--- src/rtl/result_reader_interface.sv ---
// result_reader_interface: captures done_sig/product results into a FIFO and serves them through a registered pop interface.
module result_reader_interface #(
  parameter int DATA_W    = 16,
  parameter int DEPTH     = 16,
  parameter int AFULL_LVL = 12
) (
  input  logic                       clk,
  input  logic                       rst,
  input  logic                       done_sig,
  input  logic [DATA_W-1:0]          product,
  input  logic                       read_req,
  input  logic                       err_clr,
  output logic [DATA_W-1:0]          fifo_read_data,
  output logic                       read_valid,
  output logic                       empty_out,
  output logic                       full_out,
  output logic                       afull_out,
  output logic [$clog2(DEPTH):0]     count,
  output logic                       overflow,
  output logic                       underflow
);
  localparam int AW = $clog2(DEPTH);
  logic [DATA_W-1:0] mem [DEPTH];
  logic [AW-1:0] wr_ptr, rd_ptr;
  logic pop, push;
  assign empty_out = count == '0;
  assign full_out  = count == (AW+1)'(DEPTH);
  assign afull_out = count >= (AW+1)'(AFULL_LVL);
  assign pop  = read_req && !empty_out;
  // A full FIFO still accepts a word when the same edge frees a slot.
  assign push = done_sig && (!full_out || pop);
  always_ff @(posedge clk)
    if (push) mem[wr_ptr] <= product;
  always_ff @(posedge clk or posedge rst)
    if (rst) begin
      wr_ptr         <= '0;
      rd_ptr         <= '0;
      count          <= '0;
      fifo_read_data <= '0;
      read_valid     <= 1'b0;
      overflow       <= 1'b0;
      underflow      <= 1'b0;
    end else begin
      wr_ptr     <= push ? wr_ptr + AW'(1) : wr_ptr;
      rd_ptr     <= pop ? rd_ptr + AW'(1) : rd_ptr;
      count      <= (push && !pop) ? count + (AW+1)'(1) : (pop && !push) ? count - (AW+1)'(1) : count;
      read_valid <= pop;
      if (pop) fifo_read_data <= mem[rd_ptr];
      overflow   <= (done_sig && !push) || (overflow && !err_clr);
      underflow  <= (read_req && empty_out) || (underflow && !err_clr);
    end
endmodule

--- config.mk ---
export PLATFORM = sky130hd
export DESIGN_NAME = result_reader_interface
export DESIGN_NICKNAME = d
export VERILOG_FILES = /design/src/rtl/result_reader_interface.sv
export SDC_FILE = /design/constraint.sdc
export NUM_CORES = 1
export LEC_CHECK = 0
export BUFFER_PORTS_ARGS = -buffer_cell sky130_fd_sc_hd__buf_2
export CORE_UTILIZATION = 55
export DETAILED_ROUTE_END_ITERATION = 10
export MAX_ROUTING_LAYER = met4
export PLACE_DENSITY = 0.76
export SYNTH_ARGS = -nofsm -noshare
export SYNTH_HDL_FRONTEND = slang
export SYNTH_SLANG_ARGS = --single-unit
--- constraint.sdc ---
create_clock -name clk -period 7.9 [get_ports clk]
set_input_delay 1.58 -clock clk [delete_from_list [all_inputs] [get_ports clk]]
set_output_delay 1.58 -clock clk [all_outputs]
set_load 0.02 [all_outputs]
==> metrics <==
clock share of power 29.0%; Hold Path Class reg -> reg; Least-Margin Pin Slew 1.15 ns; commonest cells after routing, fill and taps aside 256 x edfxtp_1, 64 x mux4_2, 47 x buf_2; PostCTS Resize Cnt 0; worst skew pair latency 0.54 ns; Cells on Worst Hold Path 2; setup TNS 0 ns; MaxCap Viol Count 0; post-synthesis simple-gate area fraction 2.70%; CP arrival 1.71 ns; PortBufs 47; synthesis-to-finish area growth 12.2%; crit path capture type primary output; Final WS setup 4.61 ns; endpoints failing hold 0; # H-tree levels 1; starting density of the core 56.1%; commonest non-fill, non-tap cell in the layout edfxtp_1; Core ar. 20,200 sq um; postcts setup bufs 0; largest stage delay on the critical path 0.45 ns; Synth Area in Compound Gates 2.48%; Crit path max-delay family simple AND/OR/NAND/NOR gates; Crit path buffers/inverters 2; hold buffer count at cts 0; min-delay src fifo_read_data[12]$_DFFE_PP0P_; fin. max-slew vios 0; ranking of synthesized cells by area edfxtp_1 68%, mux4_2 13%, dfrtp_1 7.1%; CTS Buf Count 29; # IOs 48; First-pass DRT Iterations 4; crit-path max FO 5; CTS root buffer clkbuf_16; vias in the first global route 5,534; fillers 1,366; Nets 615; fmax 304 MHz; CTS tree done; Psw 0.00141 W; Crit Reg-Reg Endpoint count[4]$_DFFE_PP0P_; post-synthesis mux area share 15.7%; hold endpoint fifo_read_data[12]$_DFFE_PP0P_; # rows 52; CP required 6.32 ns; initial antenna violation count 1; flop-to-flop setup slack 5.13 ns; clk_skew 0.0106 ns; setup repair after global routing missed its margin no; largest net degree at the start of global routing 66; Crit Path Class reg -> out; pre-CTS WS 4.41 ns; layout cells sized above 1 29.4%; crit path cell chain nor4_2, nand2_1, inv_1, buf_2; Mapped Cells 526; final instance area 12,700 sq um; path depth of the worst reg2reg path 10; FF-to-FF Start count[1]$_DFFE_PP0P_; Setup Viol. Count Final 0; die area 21,100 sq um; synthesized area 11,300 sq um; Post-Syn Nets 558; Syn. warnings 0; Vias/cell 6.03; FF+latch count, synth 288; pwr/cell area 368 nW/um^2; WL final 22.2 mm; Peak VDD IR 0.000208 V; Chip Height 145 um; critical path's slowest cell dfrtp_1; minimum clock period after layout 3.29 ns; final period utilization 41.6%; Min Hold Slack 0.492 ns; post-route ant nets 0; Synth top area share 68.0%; synth unique cells 37; clock-pin slew on the worst setup and hold paths 0.06 ns; Worst setup SP type flop; largest family of logic cells by synthesized area multiplexers; global-route wire length before repair 34.2 mm; leakage 4.33 nW; clock buffer depth 3; initial DRC count 365; die width 145 um; Logic pwr share 27.1%; GP Congestion 0.834; area share of fa/ha/maj cells after synthesis 1.28%; dpl cell area 11,700 sq um; WL per Instance 25.3 um; Int Power 0.00326 W; average size of a mapped cell 21.5 sq um; sequential share of power 44.0%; DRC 0; post-synthesis sequential area ratio 75.1%; Post-Synth XOR/XNOR Area 0.775%; Sw Share 30.3%; Tot GR Track Use 22.7%; clock sink count 288; status finished, final reports clean; Vias 5,286; total grt overflow 0; largest area contributor in the netlist edfxtp_1; Slew HR 23.3%; DP Wirelength 13.6 mm
layout make-up:
cell class	count	area [sq um]	area share, %
inverter	11	43.8	0.345
antenna	1	2.50	0.0197
clock buffer	38	790	6.23
tap	270	338	2.66
timing repair buffer	50	258	2.03
clock inverter	16	164	1.29
sequential	288	8490	67.0
multi-input combinational	203	2590	20.4
cells by family after synthesis:
kind of cell	count (synthesis)
flops	288
mux	97
simple gates	58
buf+inv	35
compound gates	27
fa+ha+maj	11
xor+xnor	10
synth_stat cells, drive strengths merged:
cell and n:
a21o 2, a21oi 2, a22o 2, and2 16
and2b 1, and3 1, buf 22, clkbuf 2
dfrtp 32, edfxtp 256, fa 1, ha 10
inv 11, mux2i 33, mux4 64, nand2 28
nand2b 2, nand3 1, nand4 2, nor2 3
nor3 1, nor3b 2, nor4 1, o21ai 5
o221ai 16, xnor2 9, xor2 1
state kept, by name (all words and copies together) (netlist names):
| register | count |
|---|---|
| count | 5 |
| read_valid | 1 |
| mem | 256 |
| fifo_read_data | 16 |
| rd_ptr | 4 |
| underflow | 1 |
| wr_ptr | 4 |
| overflow | 1 |
worst max-delay path by stage:
stage / start / end / slack [ns] / cells past startpoint
floorplan: read_req / count[4]$_DFFE_PP0P_ / 4.65 / 10
global placement: read_req / count[4]$_DFFE_PP0P_ / 4.44 / 10
detailed placement: read_req / count[4]$_DFFE_PP0P_ / 4.41 / 10
CTS: count[1]$_DFFE_PP0P_ / full_out / 4.60 / 4
global route: count[1]$_DFFE_PP0P_ / full_out / 4.48 / 4
finish: count[1]$_DFFE_PP0P_ / full_out / 4.61 / 4
power groups by stage:
stage | clock network (W) | registers [W] | logic [W]
after CTS | 0.00136 | 0.00205 | 0.00128
after global placement | 0 | 0.00207 | 0.00124
after detailed placement | 0 | 0.00208 | 0.00128
after global routing | 0.00143 | 0.00207 | 0.00137
final | 0.00135 | 0.00205 | 0.00126
after floorplan | 0 | 0.00204 | 0.000961
stage by stage:
stage | cells | power [W] | util, %
final | 877 | 0.00467 | 62.9
after global routing | 877 | 0.00487 | 62.9
after CTS | 876 | 0.00470 | 62.9
after detailed placement | 822 | 0.00336 | 58.1
after global placement | 822 | 0.00331 | 58.1
after floorplan | 526 | 0.00300 | -
worst min-delay path, cell delays in order (launching register included):
cell and delay (ns):
dfrtp_1 0.34, nand2_1 0.06, o221ai_2 0.05
layer usage:
metal | up-vias | global-route usage, % | part of all wire (%)
met5 | - | - | 0
met4 | 0 | 5.79 | 2.1
met3 | 37 | 3.32 | 5.8
li1 | 2258 | - | -
met1 | 2823 | 33.8 | 45
met2 | 168 | 33.7 | 48
Power figures use the tool's default switching activity.
